File: config.mk
export PLATFORM = sky130hd
export DESIGN_NAME = interpolation_unit_win_interp_ctrl
export DESIGN_NICKNAME = d
export VERILOG_FILES = /design/src/rtl/interpolation_unit_win_interp_ctrl.sv
export SDC_FILE = /design/constraint.sdc
export NUM_CORES = 1
export LEC_CHECK = 0
export BUFFER_PORTS_ARGS = -buffer_cell sky130_fd_sc_hd__buf_2
export CORE_MARGIN = 3
export CORE_UTILIZATION = 55
export DETAILED_ROUTE_END_ITERATION = 8
export GPL_TIMING_DRIVEN = 0
export PLACE_DENSITY = 0.84
export SKIP_CTS_REPAIR_TIMING = 1
export SYNTH_ARGS = -nofsm -noshare
export SYNTH_HDL_FRONTEND = slang
export SYNTH_SLANG_ARGS = --single-unit
File: constraint.sdc
create_clock -name clk -period 3.2 [get_ports clk]
set_clock_uncertainty 0.1 [all_clocks]
set_input_delay 0.32 -clock clk [delete_from_list [all_inputs] [get_ports clk]]
set_output_delay 0.32 -clock clk [all_outputs]
set_load 0.03 [all_outputs]
File: src/rtl/interpolation_unit_win_interp_ctrl.sv
// ---------------------------------------------------------------------------
// interpolation_unit_win_interp_ctrl
//
// Control FSM for the bilinear interpolation datapath. Streams a (W+1)x(W+1)
// pixel window (W latched from win_dim when a window starts) for NUM_CH
// channels in lock-step. It drives line-buffer push/pop, the coefficient
// latch and the pipeline enables, and produces W*W interpolated samples.
// Full valid/ready backpressure is supported on both sides.
//
// Parameters
//   WIN_MAX    largest legal win_dim; counters are $clog2(WIN_MAX+1) bits
//   NUM_CH     channels sharing the control stream (width of mul_en)
//   PIPE_DEPTH stages from the multiply enable to the interpolated output
//
// Ports
//   clk, reset_n              clock, asynchronous active-low reset
//   win_dim                   window dimension W (0 or >WIN_MAX acts as 1)
//   pix_val / pix_rdy         input pixel handshake
//   coef_val / coef_en        coefficients valid / latch them for the window
//   lb_enq_val / lb_deq_rdy   line-buffer push current / pop previous row
//   mul_en                    capture the four products, per channel
//   pipe_en                   global datapath stage enable
//   row_cnt / col_cnt         position of the next input pixel
//   out_val / out_rdy         interpolated sample handshake
//   win_done                  one-cycle pulse, the cycle after the last
//                             sample of the window is accepted
//
// Configuration
//   INTERP_UNIT_PERF_CNT_EN   adds saturating stall_cnt[31:0] (stalled
//                             cycles) and win_cnt[15:0] (win_done pulses)
// ---------------------------------------------------------------------------
module interpolation_unit_win_interp_ctrl #(
  parameter int WIN_MAX    = 16,
  parameter int NUM_CH     = 1,
  parameter int PIPE_DEPTH = 2,
  localparam int CW        = $clog2(WIN_MAX + 1)
) (
  input  logic              clk,
  input  logic              reset_n,
  input  logic [CW-1:0]     win_dim,
  input  logic              pix_val,
  output logic              pix_rdy,
  input  logic              coef_val,
  output logic              coef_en,
  output logic              lb_enq_val,
  output logic              lb_deq_rdy,
  output logic [NUM_CH-1:0] mul_en,
  output logic              pipe_en,
  output logic [CW-1:0]     row_cnt,
  output logic [CW-1:0]     col_cnt,
  output logic              out_val,
  input  logic              out_rdy,
  output logic              win_done
`ifdef INTERP_UNIT_PERF_CNT_EN
  ,
  output logic [31:0]       stall_cnt,
  output logic [15:0]       win_cnt
`endif
);

  typedef enum logic [2:0] {
    IDLE,
    FILL,
    S_CALC,
    CALC,
    DRAIN
  } state_t;

  localparam logic [CW-1:0] WIN_MAX_C = CW'(WIN_MAX);

  state_t                state_q, state_d;
  logic [CW-1:0]         w_q, w_d;
  logic [CW-1:0]         row_q, row_d;
  logic [CW-1:0]         col_q, col_d;
  logic [PIPE_DEPTH-1:0] vld_q;
  logic                  win_done_q, win_done_d;

  logic                  stall;
  logic                  advance;
  logic                  xfer;
  logic                  launch;
  logic                  last_col;
  logic                  last_row;
  logic                  upstream_busy;
  logic                  drain_done;
  logic [CW-1:0]         win_dim_legal;

  // Handshake and stall
  assign out_val = vld_q[PIPE_DEPTH-1];
  assign stall   = out_val & ~out_rdy;
  assign advance = ~stall;
  assign pix_rdy = advance & ((state_q == FILL) || (state_q == S_CALC) || (state_q == CALC));
  assign xfer    = pix_val & pix_rdy;

  // The pipeline is always empty in IDLE, so gating the enable there changes
  // nothing in the datapath and keeps every output low while idle / in reset.
  assign pipe_en = advance & (state_q != IDLE);

  assign last_col = (col_q == w_q);
  assign last_row = (row_q == w_q);

  // Out-of-range dimensions degrade to the smallest window.
  assign win_dim_legal = ((win_dim == '0) || (win_dim > WIN_MAX_C)) ? CW'(1) : win_dim;

  // Any launch still travelling behind the output stage?
  generate
    if (PIPE_DEPTH > 1) begin : g_busy
      assign upstream_busy = |vld_q[PIPE_DEPTH-2:0];
    end else begin : g_no_busy
      assign upstream_busy = 1'b0;
    end
  endgenerate

  assign drain_done = (state_q == DRAIN) & out_val & out_rdy & ~upstream_busy;

  assign mul_en   = {NUM_CH{launch}};
  assign row_cnt  = row_q;
  assign col_cnt  = col_q;
  assign win_done = win_done_q;

  // Next-state / output decode
  always_comb begin
    // NOTE: every signal driven here gets a default first so no path can
    // leave it unassigned and infer a latch.
    state_d    = state_q;
    w_d        = w_q;
    row_d      = row_q;
    col_d      = col_q;
    coef_en    = 1'b0;
    lb_enq_val = 1'b0;
    lb_deq_rdy = 1'b0;
    launch     = 1'b0;
    win_done_d = 1'b0;

    unique case (state_q)
      IDLE: begin
        if (coef_val) begin
          w_d     = win_dim_legal;
          coef_en = 1'b1;
          row_d   = '0;
          col_d   = '0;
          state_d = FILL;
        end
      end

      // Row 0: only fills the line buffer.
      FILL: begin
        if (xfer) begin
          lb_enq_val = 1'b1;
          if (last_col) begin
            col_d   = '0;
            row_d   = CW'(1);
            state_d = S_CALC;
          end else begin
            col_d = col_q + CW'(1);
          end
        end
      end

      // Column 0 of rows >= 1: primes the left neighbour, no sample.
      S_CALC: begin
        if (xfer) begin
          lb_enq_val = 1'b1;
          lb_deq_rdy = 1'b1;
          col_d      = CW'(1);
          state_d    = CALC;
        end
      end

      CALC: begin
        if (xfer) begin
          lb_enq_val = 1'b1;
          lb_deq_rdy = 1'b1;
          launch     = 1'b1;
          if (last_col) begin
            col_d = '0;
            if (last_row) begin
              row_d   = '0;
              state_d = DRAIN;
            end else begin
              row_d   = row_q + CW'(1);
              state_d = S_CALC;
            end
          end else begin
            col_d = col_q + CW'(1);
          end
        end
      end

      DRAIN: begin
        if (drain_done) begin
          win_done_d = 1'b1;
          state_d    = IDLE;
        end
      end

      default: state_d = IDLE;
    endcase
  end

  // State, counters and launch pipeline
  always_ff @(posedge clk or negedge reset_n) begin
    if (!reset_n) begin
      state_q    <= IDLE;
      w_q        <= CW'(1);
      row_q      <= '0;
      col_q      <= '0;
      vld_q      <= '0;
      win_done_q <= 1'b0;
    end else begin
      // NOTE: sequential state uses non-blocking assignments so every
      // register samples pre-edge values regardless of statement order.
      state_q    <= state_d;
      w_q        <= w_d;
      row_q      <= row_d;
      col_q      <= col_d;
      win_done_q <= win_done_d;
      // Whole shift register freezes while the output is stalled, which
      // keeps it aligned with the frozen datapath.
      if (advance) begin
        vld_q <= (vld_q << 1) | PIPE_DEPTH'(launch);
      end
    end
  end

`ifdef INTERP_UNIT_PERF_CNT_EN
  always_ff @(posedge clk or negedge reset_n) begin
    if (!reset_n) begin
      stall_cnt <= '0;
      win_cnt   <= '0;
    end else begin
      if (stall && (stall_cnt != '1)) begin
        stall_cnt <= stall_cnt + 32'd1;
      end
      if (win_done_q && (win_cnt != '1)) begin
        win_cnt <= win_cnt + 16'd1;
      end
    end
  end
`endif

endmodule

==> results.ini, run 1 <==
[outcome]
status=finished, final reports clean

[sta]
slew_headroom_pct=59.5
grt_setup_unrepaired=no
period_share_pct=71.1
finalSetupViolCount=0
fin_ws_ps=924
tns_ps=0
fmax_ghz=0.439
final_max_slew_viol_count=0
worstMarginPinSlew_ps=602
post-route-min-period_ps=2280
hold_violations=0

[critical_path]
slowest_stage=dfrtp_1
cp.buffers_inverters=4
cp_common_cell=buf_2
path_cells=buf_6 > nor3_2 > nand2_2 > inv_2 > buf_2 > buf_2
cp.required_ps=2780
slowest_delay_ps=390
critPathMaxFanout=10
critical_path_class=reg2out
end_kind=primary output
cp_top_family=buffers and inverters
crit_arrival_ps=1860
cp-start-kind=flop

[synth]
synth_top_area_share_pct=39.7
syn_nets=148
syn_inst=135
synth.area.top_cells=dfrtp_1 40%, xnor2_1 5.6%, nand2_1 5.1%, nor2_1 3.3%, ha_1 3.0%
yosysMostFrequentCell=dfrtp_1
synth_edf_count=0
synth_top_area_cell=dfrtp_1
synth_seq_cells=21
seq_area_frac_synth_pct=41.8
synthArstFlopShare_pct=100
netlist_area_mm2=0.00126
syn_avg_cell_area_um2=9.34
synth_cell_types=41
yosys_warnings=0
synth_common_cells=20 x dfrtp_1, 17 x nand2_1, 11 x nor2_1
synth_flop_cell=dfrtp_1

[placement]
hpwlAfterDp_mm=2.10
gp_congestion=0.862
place_area_mm2=0.00143
io_buffer_count=27
dp_slack_ps=1230

[floorplanning]
die_h_um=53.9
core_mm2=0.00206
dieWidth_um=53.9
io_pins=28
die_area_mm2=0.00290
rows=16
initial_utilization_pct=61.2

[global_routing]
grt_first_pass_wirelength_mm=4.69
grt_usage_pct=22.3
grt_start_max_net_pins=22
grt_use_met2_pct=37.1
grt_pass1_vias=1053
grt_util_met3_pct=2.49
top_usage_layer=met2
grt_use_met1_pct=29.3
grt_overflow=0
antenna_found_initial=0

[job]
drv_cap=0

[detailed_routing]
first_iter_violations=25
wl_per_cell_um=14.9
dr.pass1.iters=4
drc_errors=0
final_antenna_net_count=0
vias=1139
routed_wl_mm=2.89
routed_via_density=5.87

[power]
p_leak_nw=0.713
total_power_mw=1.14
cellPowerDensity_mw_per_mm2=776
ir_drop_uv=458

[cts]
clk_pin_slew_ps=120
worstSkewPairLatency_ps=310
cts_buffers=3
htree_levels=1
numClockSinks=21
clock_path_buffers=2
cts_root_buffer=clkbuf_4
cts_tree=done

[cells_and_area]
nNetsFinal=181
finalInstanceArea_mm2=0.00147
drive_above_1_share_pct=26.9
final_util_pct=71.1
syn2layout_area_growth_pct=16.3
diodes=0

[min_path]
hold_class=in2reg

-- layer usage --
layer | part of all wire, % | vias up | wire length [um]
met1 | 46 | 559 | 1340
met3 | 4.0 | 4 | 116
met2 | 49 | 30 | 1410
li1 | - | 546 | -
met4 | 0.86 | 0 | 25
met5 | 0 | - | 0
-- layout by cell type, fill, tap and decap left out, drive strengths merged --
| master | netlist | final |
|---|---|---|
| a211oi | 2 | 2 |
| a21o | 1 | 1 |
| a21oi | 6 | 6 |
| a22o | 3 | 3 |
| a31oi | 1 | 1 |
| and3 | 3 | 3 |
| and4 | 1 | 1 |
| buf | 3 | 30 |
| clkbuf | 1 | 5 |
| dfrtp | 20 | 20 |
| dfstp | 1 | 1 |
| dlygate4sd3 | 0 | 1 |
| ha | 3 | 3 |
| inv | 3 | 3 |
| mux2 | 1 | 1 |
| nand2 | 19 | 19 |
| nand2b | 4 | 4 |
| nand3 | 7 | 7 |
| nand3b | 3 | 3 |
| nor2 | 11 | 11 |
| nor2b | 5 | 5 |
| nor3 | 9 | 9 |
| nor4 | 2 | 2 |
| o211a | 1 | 1 |
| o21ai | 6 | 6 |
| o21ba | 1 | 1 |
| o22ai | 1 | 1 |
| o311ai | 1 | 1 |
| o31ai | 1 | 1 |
| o32ai | 3 | 3 |
| or4 | 1 | 1 |
| or4b | 1 | 1 |
| xnor2 | 8 | 8 |
| xor2 | 2 | 2 |
-- layout make-up --
cell class	instances	area, um2
well taps	27	33.8
plain buffers	4	25.0
fillers	170	596
inverters	3	11.3
clock buffers	4	26.3
multi-input cells	107	698
repair buffers	28	145
flip-flops and latches	21	527
-- report_power, final --
part | internal (mW) | leakage [nW] | switching, mW
Clock | 0.0486 | 0.0150 | 0.0837
Combinational | 0.199 | 0.440 | 0.349
Sequential | 0.346 | 0.258 | 0.112
Total | 0.594 | 0.713 | 0.544
-- logic make-up (layout without fill, tap and decap cells) --
logic type	Yosys count	in the layout	share of synthesized area [%]
fa+ha+maj	3	3	2.98
compound gates	27	27	15.5
simple gates	66	66	29.1
buf+inv	7	39	2.88
mux	1	1	0.893
xor+xnor	10	10	6.94
flops	21	21	41.8
-- tightest hold or removal path, delay by kind of cell --
kind	cells	cell delay [ps]
AND/OR/NAND/NOR	2	140
buffers and inverters	1	90
-- registers in the layout (all words and copies together) (netlist names) --
register  cells
win_done      1
col_cnt       5
w_q           5
vld_q         2
row_cnt       5
state_q       3
-- final timing paths --
| kind | to | slack (ps) | from | cells past startpoint |
|---|---|---|---|---|
| max | coef_en | 920 | state_q[2] | 6 |
| min | w_q[1] | 160 | win_dim[1] | 3 |
| max reg2reg | row_cnt[2] | 1160 | w_q[0] | 5 |
| min reg2reg | win_done | 400 | vld_q[0] | 1 |
| max in group asynchronous | w_q[0] | 2250 | reset_n | 2 |
| min in group asynchronous | col_cnt[1] | 400 | reset_n | 2 |
-- through the flow --
step	hold WS, ps	std cells
global route	170	194
detailed placement	202	189
finish	161	194
global placement	198	189
floorplan	-75.6	135
CTS	-138	193
Note: power is estimated with default switching activity, not from simulation.
==> inputs of run 2 (changes only) <==
--- a/config.mk
+++ b/config.mk
@@ -5,12 +5,13 @@
 export SDC_FILE = /design/constraint.sdc
 export NUM_CORES = 1
 export LEC_CHECK = 0
+export ABC_AREA = 1
 export BUFFER_PORTS_ARGS = -buffer_cell sky130_fd_sc_hd__buf_2
 export CORE_MARGIN = 3
-export CORE_UTILIZATION = 55
+export CORE_UTILIZATION = 49
 export DETAILED_ROUTE_END_ITERATION = 8
 export GPL_TIMING_DRIVEN = 0
-export PLACE_DENSITY = 0.84
+export PLACE_DENSITY = 0.78
 export SKIP_CTS_REPAIR_TIMING = 1
 export SYNTH_ARGS = -nofsm -noshare
 export SYNTH_HDL_FRONTEND = slang
==> constraint.sdc (replaced) <==
create_clock -name clk -period 2.09 [get_ports clk]
set_clock_uncertainty 0.1 [all_clocks]
set_input_delay 0.209 -clock clk [delete_from_list [all_inputs] [get_ports clk]]
set_output_delay 0.209 -clock clk [all_outputs]
set_load 0.03 [all_outputs]
==> run 2 against run 1 <==
  * Via count increased by 10%
  * Synthesized cell count grew 39%
  * Sequential cell count unchanged
  * Worst hold slack worse by 120 ps
  * Sequential share of layout area is 4.6 points lower
  * Power is 120% higher
  * Synthesized area is 17% higher
  * Non-clock buffer count shrank 2
  * Count of clock-buffer cells in the layout unchanged
  * Die area grew 27%
  * Critical path depth did not move
  * Core utilization shrank 11 points
  * Critical path type unchanged
  * Critical endpoint unchanged
  * Largest power group unchanged
==> results.ini, run 2 <==
[cts]
cts_buffers=3
numClockSinks=21
worstSkewPairLatency_ps=310
cts_tree=done
clk_pin_slew_ps=120
cts_root_buffer=clkbuf_4
htree_levels=1
clock_path_buffers=2

[critical_path]
cp-start-kind=flop
slowest_delay_ps=400
reg2reg_slack_ps=520
path_cells=buf_6 > nor2_2 > nand2_2 > nor2_2 > buf_2 > buf_2
end_kind=primary output
crit_arrival_ps=1650
cp.required_ps=1780
critical_path_class=reg2out
slowest_stage=dfrtp_1
critPathMaxFanout=10

[sta]
worstMarginPinSlew_ps=478
final_max_slew_viol_count=0
finalSetupViolCount=0
fmax_ghz=0.511
tns_ps=0
period_share_pct=93.6
post-route-min-period_ps=1960
grt_setup_unrepaired=no
slew_headroom_pct=68.1
hold_violations=0
fin_ws_ps=134

[cells_and_area]
drive_above_1_share_pct=32.3
syn2layout_area_growth_pct=14.3
diodes=0
nNetsFinal=234
finalInstanceArea_mm2=0.00168
final_cell_mix=47 x nand2_1, 28 x buf_2, 21 x inv_1, 20 x dfrtp_1
layout_commonest_cell=nand2_1

[placement]
dp_slack_ps=500
gp_congestion=0.800
io_buffer_count=27
hpwlAfterDp_mm=2.26
place_area_mm2=0.00165

[detailed_routing]
vias=1258
final_antenna_net_count=0
wl_per_cell_um=11.5
routed_via_density=5.01
dr.pass1.iters=4
drc_errors=0
first_iter_violations=44
routed_wl_mm=2.89

[synth]
syn_inst=188
yosys_warnings=0
syn_nets=201
synth.area.top_cells=dfrtp_1 34%, nand2_1 12%, inv_1 5.4%, nand3_1 4.8%, nor2_1 3.6%
synth_seq_cells=21
seq_area_frac_synth_pct=35.8
synth_top_area_cell=dfrtp_1
synth_top_area_share_pct=34.0
syn_avg_cell_area_um2=7.83
synth_edf_count=0
synth_flop_cell=dfrtp_1
netlist_area_mm2=0.00147
synth_cell_types=32
synthArstFlopShare_pct=100
synth_common_cells=47 x nand2_1, 21 x inv_1, 20 x dfrtp_1
yosysMostFrequentCell=nand2_1

[job]
drv_cap=0

[outcome]
status=finished, final reports clean

[global_routing]
grt_first_pass_wirelength_mm=5.02
grt_usage_pct=18.2
grt_overflow=0
grt_start_max_net_pins=22
grt_pass1_vias=1172
antenna_found_initial=0

[power]
cellPowerDensity_mw_per_mm2=1480
p_leak_nw=0.858
ir_drop_uv=743

[floorplanning]
core_mm2=0.00281
io_pins=28
die_area_mm2=0.00370
die_h_um=60.8
rows=19
dieWidth_um=60.8
initial_utilization_pct=52.5

[min_path]
hold_class=in2reg

[run 2: through the flow]
step / total power [mW] / instances / util [%] / hold slack, ps
2_1_floorplan: 1.98 / 188 / - / -187
3_3_place_gp: 2.29 / 246 / 58.7 / 94.4
3_5_place_dp: 2.32 / 246 / 58.7 / 100
4_1_cts: 2.52 / 250 / 59.6 / -255
5_1_grt: 2.73 / 251 / 59.9 / 50.7
6_report: 2.49 / 251 / 59.9 / 44.3
[run 2: routing by layer]
| metal | vias up | GRT usage (%) | part of all wire, % |
|---|---|---|---|
| li1 | 661 | - | - |
| met1 | 573 | 25.1 | 50 |
| met2 | 17 | 28.1 | 45 |
| met3 | 7 | 3.19 | 3.5 |
| met4 | 0 | 7.74 | 2.1 |
| met5 | - | 0 | 0 |
[run 2: area by class of cell]
type | instances | area, um2
fill | 264 | 1120
clock buffer | 4 | 26.3
multi-input combinational | 135 | 811
tap | 31 | 38.8
timing repair buffer | 28 | 145
sequential | 21 | 527
buffer | 2 | 16.3
inverter | 30 | 118
[run 2: kinds of logic after synthesis]
| family | synth area share, % |
|---|---|
| and+or+nand+nor | 39.2 |
| buffers and inverters | 9.10 |
| DFF | 35.8 |
| AOI/OAI and AO/OA | 9.18 |
| xor gates and xnor gates | 4.17 |
| adders and majority gates | 2.55 |
[run 2: worst paths after layout]
path                            startpoint          to  depth (start not counted)
worst max-delay path            state_q[2]     coef_en                          6
worst min-delay path            win_dim[1]      w_q[1]                          3
worst max register to register      w_q[0]  row_cnt[0]                          9
worst min register to register    vld_q[0]    win_done                          1
max in group asynchronous          reset_n      w_q[0]                          2
min in group asynchronous          reset_n  col_cnt[4]                          2
[run 2: power breakdown]
| group | total [mW] | internal, mW | switching [mW] |
|---|---|---|---|
| sequential | 0.697 | 0.538 | 0.159 |
| combinational | 1.59 | 0.520 | 1.07 |
| clock | 0.205 | 0.0747 | 0.130 |
| total | 2.49 | 1.13 | 1.36 |
[run 2: critical path: cells and delay by family (launching register included)]
family,cells,cell delay (ps)
flops,1,400
buf+inv,3,580
simple gates,3,360
==> inputs of run 3 (changes only) <==
--- a/config.mk
+++ b/config.mk
@@ -7,8 +7,10 @@
 export LEC_CHECK = 0
 export ABC_AREA = 1
 export BUFFER_PORTS_ARGS = -buffer_cell sky130_fd_sc_hd__buf_2
+export CELL_PAD_IN_SITES_DETAIL_PLACEMENT = 1
+export CELL_PAD_IN_SITES_GLOBAL_PLACEMENT = 1
 export CORE_MARGIN = 3
-export CORE_UTILIZATION = 49
+export CORE_UTILIZATION = 36
 export DETAILED_ROUTE_END_ITERATION = 8
 export GPL_TIMING_DRIVEN = 0
 export PLACE_DENSITY = 0.78
==> constraint.sdc (replaced) <==
create_clock -name clk -period 1.75 [get_ports clk]
set_clock_uncertainty 0.1 [all_clocks]
set_input_delay 0.175 -clock clk [delete_from_list [all_inputs] [get_ports clk]]
set_output_delay 0.175 -clock clk [all_outputs]
set_load 0.03 [all_outputs]
==> run 3 against run 2 <==
  * Sequential cell count unchanged
  * Power up 29%
  * Cell area up 5.3%
  * Die area up 32%
  * Sequential share of layout area down 1.4 points
  * First-iteration DRC count down 25%
  * Worst setup slack worse by 58 ps
  * Critical endpoint unchanged
  * Largest power group unchanged
  * Highest routed layer unchanged
==> results.ini, run 3 (same netlist as run 2, synthesis figures left out) <==
[global_routing]
antenna_found_initial=0
grt_first_pass_wirelength_mm=6.14
grt_usage_pct=15.7
grt_start_max_net_pins=22
grt_pass1_vias=1331
grt_overflow=0

[cts]
cts_tree=done
cts_root_buffer=clkbuf_8
cts_buffers=3
numClockSinks=21
clock_path_buffers=2
worstSkewPairLatency_ps=270
clk_pin_slew_ps=80
htree_levels=1

[cells_and_area]
layout_commonest_cell=nand2_1
finalInstanceArea_mm2=0.00177
final_util_pct=46.6
final_cells=269
nNetsFinal=235
drive_above_1_share_pct=34.8
syn2layout_area_growth_pct=20.3
final_cell_mix=47 x nand2_1, 25 x buf_2, 21 x inv_1, 18 x dfrtp_1, 14 x nand3_1
fillerInstances=483
diodes=0

[floorplanning]
io_pins=28
die_h_um=69.9
core_mm2=0.00380
die_area_mm2=0.00489
dieWidth_um=69.9
rows=22
initial_utilization_pct=38.7

[sta]
post-route-min-period_ps=1670
fin_hold_ws_ps=74.6
period_share_pct=95.6
hold_violations=0
worstMarginPinSlew_ps=496
fmax_ghz=0.598
finalSetupViolCount=0
final_max_slew_viol_count=0
slew_headroom_pct=67.0
tns_ps=0
grt_setup_unrepaired=yes

[placement]
hpwlAfterDp_mm=2.90
place_area_mm2=0.00167
io_buffer_count=27
dp.cells=263
gp_congestion=0.697

[job]
drv_cap=0

[power]
switching_share_pct=54.3
pwr-share-seq_pct=26.7
p_leak_nw=0.877
cellPowerDensity_mw_per_mm2=1820
comb_power_share_pct=63.0
p_sw_mw=1.75
clock_power_share_pct=10.3
p_int_mw=1.47
ir_drop_uv=677

[critical_path]
timing.rr.start=w_q[0]
critical_path_class=reg2out
crit_start=state_q[2]
cp-start-kind=flop
critPathMaxFanout=10
end_kind=primary output
cp-endpoint=coef_en
reg2reg_slack_ps=130
cp.required_ps=1470
r2r-end=state_q[0]
crit_arrival_ps=1400
reg2regPathDepth=8

[min_path]
hold_class=in2reg

[detailed_routing]
wl_per_cell_um=13.6
vias=1325
routed_via_density=4.93
first_iter_violations=33
routed_wl_mm=3.67
dr.pass1.iters=4
final_antenna_net_count=0
drc_errors=0

[outcome]
status=finished, final reports clean

[run 3: changes by cell type in the layout (fill, tap and decap cells not counted), sizes merged]
cell | before | now
buf | 29 | 30
clkinv | 1 | 2
clkbuf | 4 | 3
[run 3: worst min-delay path by stage]
stage / cells past startpoint / start / end
after floorplan: 0 / reset_n / col_cnt[0]
final: 3 / win_dim[2] / w_q[2]
after CTS: 1 / reset_n / state_q[1]
after detailed placement: 1 / reset_n / vld_q[1]
after global routing: 3 / win_dim[2] / w_q[2]
after global placement: 1 / reset_n / vld_q[1]
[run 3: cell type report]
class / instances / area [um2] / share of cell area (%)
Sequential cell: 21 / 529 / 29.9
Timing Repair Buffer: 29 / 161 / 9.12
Buffer: 2 / 22.5 / 1.27
Clock buffer: 3 / 41.3 / 2.33
Inverter: 30 / 118 / 6.64
Clock inverter: 1 / 5.00 / 0.283
Tap cell: 48 / 60.1 / 3.39
Multi-Input combinational cell: 135 / 833 / 47.1
[run 3: power groups by stage]
stage	registers, mW	logic, mW	clock network, mW
global placement	0.846	1.93	0
finish	0.859	2.03	0.332
detailed placement	0.855	1.99	0
floorplan	0.926	1.44	0
CTS	0.846	2.00	0.348
global route	0.894	2.24	0.364
[run 3: per-stage QoR]
stage | worst slack (ps) | power, mW
2_1_floorplan | 91.0 | 2.37
3_3_place_gp | 167 | 2.77
3_5_place_dp | 144 | 2.84
4_1_cts | -159 | 3.19
5_1_grt | -6.10 | 3.49
6_report | 76.4 | 3.22
[run 3: critical path: stages, from the launching register on]
cell	delay [ps]
dfrtp_1	380
buf_6	160
nor2_4	120
nand2_2	80
nor2_4	120
buf_6	140
buf_6	130
[run 3: metal layers]
layer | track usage [%] | part of all wire, % | up-vias
li1 | - | - | 661
met1 | 19.6 | 44 | 644
met2 | 27.3 | 52 | 15
met3 | 2.30 | 2.7 | 5
met4 | 5.53 | 1.2 | 0
met5 | 0 | 0 | -
